**src/rtl/ctrl_sequencer_if.sv**
```systemverilog
// Command handshake plus the per-cycle drive stream toward the load/double/increment register.
// The master side offers commands; the slave side is the sequencer itself.
interface ctrl_sequencer_if;
  logic       cmd_valid;
  logic       cmd_ready;
  logic [1:0] cmd_op;
  logic [3:0] cmd_arg;
  logic [3:0] data_in;
  logic [2:0] control;
  logic       busy;
  logic       done;
  logic [3:0] exp_value;

  modport master (
    output cmd_valid, cmd_op, cmd_arg,
    input  cmd_ready, data_in, control, busy, done, exp_value
  );

  modport slave (
    input  cmd_valid, cmd_op, cmd_arg,
    output cmd_ready, data_in, control, busy, done, exp_value
  );
endinterface

```
**src/rtl/ctrl_sequencer.sv**
```systemverilog
// Buffers high-level commands in a FIFO and expands each one into per-cycle data_in/control steps,
// while tracking a shadow copy of the downstream register value.
module ctrl_sequencer #(
  parameter int DEPTH = 4
) (
  input  logic             clk,
  input  logic             rst_n,
  ctrl_sequencer_if.slave  bus
);

  localparam int AW = (DEPTH > 1) ? $clog2(DEPTH) : 1;
  localparam logic [AW:0] FULL_COUNT = (AW+1)'(DEPTH);

  typedef enum logic { IDLE, RUN } state_t;
  typedef enum logic [1:0] {
    OP_LOAD        = 2'b00,
    OP_LOAD_DOUBLE = 2'b01,
    OP_INC         = 2'b10,
    OP_HOLD        = 2'b11
  } op_t;

  logic [5:0]    mem_q [DEPTH];
  logic [AW-1:0] wrPtr_q, rdPtr_q;
  logic [AW:0]   count_q;

  state_t        state_q;
  logic [4:0]    stepCnt_q;
  logic [3:0]    dataIn_q;
  logic [2:0]    control_q;
  logic          done_q;
  logic [3:0]    expValue_q;

  logic          full, empty, push, pop, lastStep;
  op_t           headOp;
  logic [3:0]    headArg;
  logic [4:0]    headSteps;

  assign full     = (count_q == FULL_COUNT);
  assign empty    = (count_q == '0);
  assign push     = bus.cmd_valid && !full;
  assign lastStep = (state_q == RUN) && (stepCnt_q == 5'd1);
  assign pop      = !empty && ((state_q == IDLE) || lastStep);

  assign headOp   = op_t'(mem_q[rdPtr_q][5:4]);
  assign headArg  = mem_q[rdPtr_q][3:0];

  // Loads are single-step; INC/HOLD repeat arg times, with zero standing for 16.
  always_comb begin
    headSteps = 5'd1;
    if (headOp == OP_INC || headOp == OP_HOLD) begin
      headSteps = (headArg == 4'd0) ? 5'd16 : {1'b0, headArg};
    end
  end

  always_ff @(posedge clk) begin
    if (push) begin
      mem_q[wrPtr_q] <= {bus.cmd_op, bus.cmd_arg};
    end
  end

  always_ff @(posedge clk or negedge rst_n) begin
    if (!rst_n) begin
      wrPtr_q <= '0;
      rdPtr_q <= '0;
      count_q <= '0;
    end else begin
      if (push) wrPtr_q <= wrPtr_q + AW'(1);
      if (pop)  rdPtr_q <= rdPtr_q + AW'(1);
      if (push && !pop)      count_q <= count_q + (AW+1)'(1);
      else if (!push && pop) count_q <= count_q - (AW+1)'(1);
    end
  end

  // The shadow register samples the step being driven now, so it trails control by one cycle.
  always_ff @(posedge clk or negedge rst_n) begin
    if (!rst_n) begin
      state_q    <= IDLE;
      stepCnt_q  <= '0;
      dataIn_q   <= '0;
      control_q  <= '0;
      done_q     <= 1'b0;
      expValue_q <= '0;
    end else begin
      if (control_q[0]) begin
        if (control_q[2])      expValue_q <= expValue_q + 4'd1;
        else if (control_q[1]) expValue_q <= {dataIn_q[2:0], 1'b0};
        else                   expValue_q <= dataIn_q;
      end

      if (pop) begin
        state_q   <= RUN;
        stepCnt_q <= headSteps;
        done_q    <= (headSteps == 5'd1);
        unique case (headOp)
          OP_LOAD:        begin control_q <= 3'b001; dataIn_q <= headArg; end
          OP_LOAD_DOUBLE: begin control_q <= 3'b011; dataIn_q <= headArg; end
          OP_INC:         begin control_q <= 3'b101; dataIn_q <= 4'd0;    end
          OP_HOLD:        begin control_q <= 3'b000; dataIn_q <= 4'd0;    end
        endcase
      end else if (state_q == RUN && !lastStep) begin
        stepCnt_q <= stepCnt_q - 5'd1;
        done_q    <= (stepCnt_q == 5'd2);
      end else if (state_q == RUN) begin
        state_q   <= IDLE;
        stepCnt_q <= '0;
        control_q <= 3'b000;
        dataIn_q  <= 4'd0;
        done_q    <= 1'b0;
      end
    end
  end

  assign bus.cmd_ready = !full;
  assign bus.data_in   = dataIn_q;
  assign bus.control   = control_q;
  assign bus.busy      = (state_q == RUN) || !empty;
  assign bus.done      = done_q;
  assign bus.exp_value = expValue_q;

endmodule

```
**src/flat_wrapper.sv**
```systemverilog
// flat-port wrapper written by rule: the top's interface ports become plain ports
module ctrl_sequencer_flat 
#(
  parameter int DEPTH = 4
)
  (clk, rst_n, bus_cmd_valid, bus_cmd_op, bus_cmd_arg, bus_cmd_ready, bus_data_in, bus_control, bus_busy, bus_done, bus_exp_value);
  ctrl_sequencer_if bus_i ();
  input  logic clk;
  input  logic rst_n;
  input wire logic [$bits(bus_i.cmd_valid)-1:0] bus_cmd_valid;
  input wire logic [$bits(bus_i.cmd_op)-1:0] bus_cmd_op;
  input wire logic [$bits(bus_i.cmd_arg)-1:0] bus_cmd_arg;
  output wire logic [$bits(bus_i.cmd_ready)-1:0] bus_cmd_ready;
  output wire logic [$bits(bus_i.data_in)-1:0] bus_data_in;
  output wire logic [$bits(bus_i.control)-1:0] bus_control;
  output wire logic [$bits(bus_i.busy)-1:0] bus_busy;
  output wire logic [$bits(bus_i.done)-1:0] bus_done;
  output wire logic [$bits(bus_i.exp_value)-1:0] bus_exp_value;
  assign bus_i.cmd_valid = bus_cmd_valid;
  assign bus_i.cmd_op = bus_cmd_op;
  assign bus_i.cmd_arg = bus_cmd_arg;
  assign bus_cmd_ready = bus_i.cmd_ready;
  assign bus_data_in = bus_i.data_in;
  assign bus_control = bus_i.control;
  assign bus_busy = bus_i.busy;
  assign bus_done = bus_i.done;
  assign bus_exp_value = bus_i.exp_value;
  ctrl_sequencer #(.DEPTH(DEPTH)) u_core (.clk(clk), .rst_n(rst_n), .bus(bus_i));
endmodule
```
**config.mk**
```make
export PLATFORM = sky130hd
export DESIGN_NAME = ctrl_sequencer_flat
export DESIGN_NICKNAME = d
export VERILOG_FILES = /design/src/rtl/ctrl_sequencer_if.sv /design/src/rtl/ctrl_sequencer.sv /design/src/flat_wrapper.sv
export SDC_FILE = /design/constraint.sdc
export NUM_CORES = 1
export LEC_CHECK = 0
export ABC_AREA = 1
export BUFFER_PORTS_ARGS = -buffer_cell sky130_fd_sc_hd__buf_4
export CAP_MARGIN = 10
export CORE_ASPECT_RATIO = 1.1
export CORE_UTILIZATION = 51
export CTS_CLUSTER_SIZE = 20
export DETAILED_ROUTE_END_ITERATION = 6
export PLACE_DENSITY = 0.77
export SYNTH_ARGS = -nofsm -noshare
export SYNTH_HDL_FRONTEND = slang
export SYNTH_SLANG_ARGS = --single-unit
```
**constraint.sdc**
```tcl
create_clock -name clk -period 2.51 [get_ports clk]
set_input_delay 0.3765 -clock clk [delete_from_list [all_inputs] [get_ports clk]]
set_output_delay 0.3765 -clock clk [all_outputs]
set_load 0.02 [all_outputs]
```
==> results.yml <==
setup_path:
  cp.arrival_ns: 2.32
  worst-setup-path-type: "reg -> reg"
  critPathLaunchType: "flip-flop"
  reg2reg_from: "u_core.stepCnt_q[1]"
  required_ns: 2.71
  cp_max_fo: 6
  end_kind: "flip-flop"
  startpoint: "u_core.stepCnt_q[1]"
timing:
  finalSetupTns_ns: 0
  tightestPinTransition_ns: 0.566
  timing.final.ws_setup_ns: 0.385
  fin_crit_sh_pct: 84.7
  rsz0062_at_grt: "no"
  finalMaxSlewViolations: 0
  fin_skew_ns: 0.00976
  hold_violations: 0
  setup_viol: 0
  fmax_mhz: 471
  fin_crit_ns: 2.12
  slew_headroom_pct: 62.1
power:
  ir_drop_uv: 588
  p_int_mw: 1.90
  power_density_nw_per_um2: 1220
  switchingPower_mw: 1.42
  power_frac_seq_pct: 40.8
  p_leak_nw: 1.25
  power_mw: 3.32
  p_sw_share_pct: 42.7
  comb_power_share_pct: 44.3
  clkPwrFrac_pct: 14.9
synth:
  synth_seq_cells: 49
  yosys_warnings: 0
  synthesis.nets: 257
  syn_area_um2: 2390
  synthCells: 238
  synth_cell_types: 33
  ys_seq_area_share_pct: 56.4
  syn_area_per_cell_um2: 10.0
clock_tree:
  postCtsResizedCells: 0
  cts_setup_buffers: 0
  clock-sinks: 49
  cts_buffers: 5
  cts_max_path_buffers: 2
  clock_latency_ns: 0.31
  cts_tree: "built"
  postCtsHoldBufs: 1
  path_clk_slew_ns: 0.09
  htreeDepth: 2
  root_buffer: "clkbuf_8"
global_routing:
  track_usage_pct: 18.3
  grt_overflow: 0
  antenna_found_initial: 0
  grt_max_degree: 26
  grt_pass1_wl_um: 6460
  grt_pass1_vias: 1520
hold_path:
  hold_class: "in -> reg"
  hp-start: "bus_cmd_op[0]"
final_layout:
  finalNetCount: 285
  num_antenna_cells: 0
  synthToLayoutAreaGrowth_pct: 13.5
  fin_area_um2: 2710
  fill_cells: 382
  final_cells: 321
  drive_above_1_share_pct: 24.3
detailed_routing:
  drt_iter0_drc: 45
  ant_nets: 0
  viasPerCell: 5.01
  drc_errors: 0
  vias: 1609
  drt_pass1_iterations: 4
  routed_wl_um: 3940
  post_drt_wl_per_cell_um: 12.3
run_status:
  outcome: "finished, final reports clean"
floorplan:
  rows: 25
  boundaryPins: 23
  die_y_um: 73.8
  core-area_um2: 4410
  die-area_um2: 4960
  initial_core_util_pct: 54.2
  die_w_um: 67.3
place:
  dp_hpwl_um: 2870
  io_buffers: 22
  placed_cell_area_um2: 2600
  dp_slack_ns: 0.405
  dpl.cell_count: 312
  gp_congestion: 0.765
flow_run:
  max_cap_viol_count: 0
-- power groups by stage --
stage	Combinational (mW)	Sequential [mW]	Clock, mW
2_1_floorplan	1.02	1.43	0
3_3_place_gp	1.44	1.36	0
3_5_place_dp	1.48	1.37	0
4_1_cts	1.48	1.35	0.512
5_1_grt	1.66	1.39	0.537
6_report	1.47	1.35	0.494
-- cell families after synthesis --
kind of cell	count (synthesis)	share of synthesized area (%)
AO/OA/AOI/OAI	23	5.87
XOR/XNOR	5	1.83
adder cells (fa/ha/maj)	10	5.55
buffers and inverters	34	6.18
flip-flops	49	56.4
multiplexers	1	0.471
AND/OR/NAND/NOR	116	23.7
-- cell usage after synthesis (all sizes together) --
library cell  number  area, um2
a21oi              7       35.0
a22oi              1       7.51
a31oi              1       6.26
buf                3       26.3
clkinv             1       8.76
dfrtp             25        626
edfxtp            24        721
fa                 1       20.0
ha                 9        113
inv               30        113
mux2               1       11.3
nand2             68        295
nand3             23        145
nand3b             1       7.51
nand4              4       25.0
nor2              17       76.3
nor3               1       5.00
o211ai             1       7.51
o21ai             11       70.1
o22ai              1       6.26
o31ai              1       7.51
or2                2       12.5
xnor2              1       8.76
xor2               4       35.0
-- path summary, 6_finish.rpt --
check | endpoint | slack (ns) | cells after the start
setup / recovery | u_core.count_q[2] | 0.39 | 11
hold / removal | u_core.mem_q[0][4] | 0.26 | 1
setup reg to reg | u_core.count_q[2] | 0.39 | 11
hold reg to reg | u_core.stepCnt_q[4] | 0.50 | 2
max in group asynchronous | u_core.wrPtr_q[1] | 1.75 | 2
min in group asynchronous | u_core.bus.exp_value[1] | 0.50 | 2
-- worst max-delay path: stages (launching register included) --
cell	delay [ns]
dfrtp_1	0.41
inv_1	0.08
ha_1	0.18
nand3_1	0.10
nand2_2	0.11
nand2_4	0.13
ha_1	0.15
inv_1	0.06
fa_1	0.38
a21oi_1	0.15
o21ai_0	0.11
xor2_1	0.15
-- layer usage --
layer | GRT usage [%] | share of wire [%]
met1 | 21.9 | 46
met4 | 9.22 | 2.3
met3 | 3.73 | 3.0
met2 | 30.8 | 49
met5 | 0 | 0
-- state kept, by name (all words and copies together), names as in the netlist --
signal                count
u_core.state_q            1
u_core.count_q            3
u_core.bus.data_in        4
u_core.rdPtr_q            2
u_core.mem_q             24
u_core.wrPtr_q            2
u_core.bus.control        3
u_core.stepCnt_q          5
u_core.bus.done           1
u_core.bus.exp_value      4
-- placed cells by master (no fill, tap or decap), types with 2 or more instances in the layout --
master,count
nand2_1,56
inv_1,25
dfrtp_1,25
edfxtp_1,24
buf_4,23
nand3_1,17
nor2_1,14
nand2_2,10
ha_1,9
a21oi_1,7
nand3_2,6
inv_2,5
clkbuf_8,5
nand4_1,4
xor2_1,4
o21ai_2,4
o21ai_0,4
o21ai_1,3
nor2_2,2
nand2_4,2
clkinv_4,2
or2_2,2
-- layout make-up --
cell class,count,area (um2),area share [%]
well taps,54,67.6,2.49
clock buffers,5,68.8,2.54
flip-flops and latches,49,1350,49.7
repair buffers,24,183,6.74
inverters,31,121,4.48
multi-input cells,155,895,33.0
clock inverters,3,28.8,1.06
-- stage by stage --
step	util, %	hold WS (ns)
floorplan	-	0.0809
global placement	59.0	0.297
detailed placement	59.0	0.303
CTS	61.4	0.250
global route	61.4	0.251
finish	61.4	0.257
Note: power is estimated with default switching activity, not from simulation.
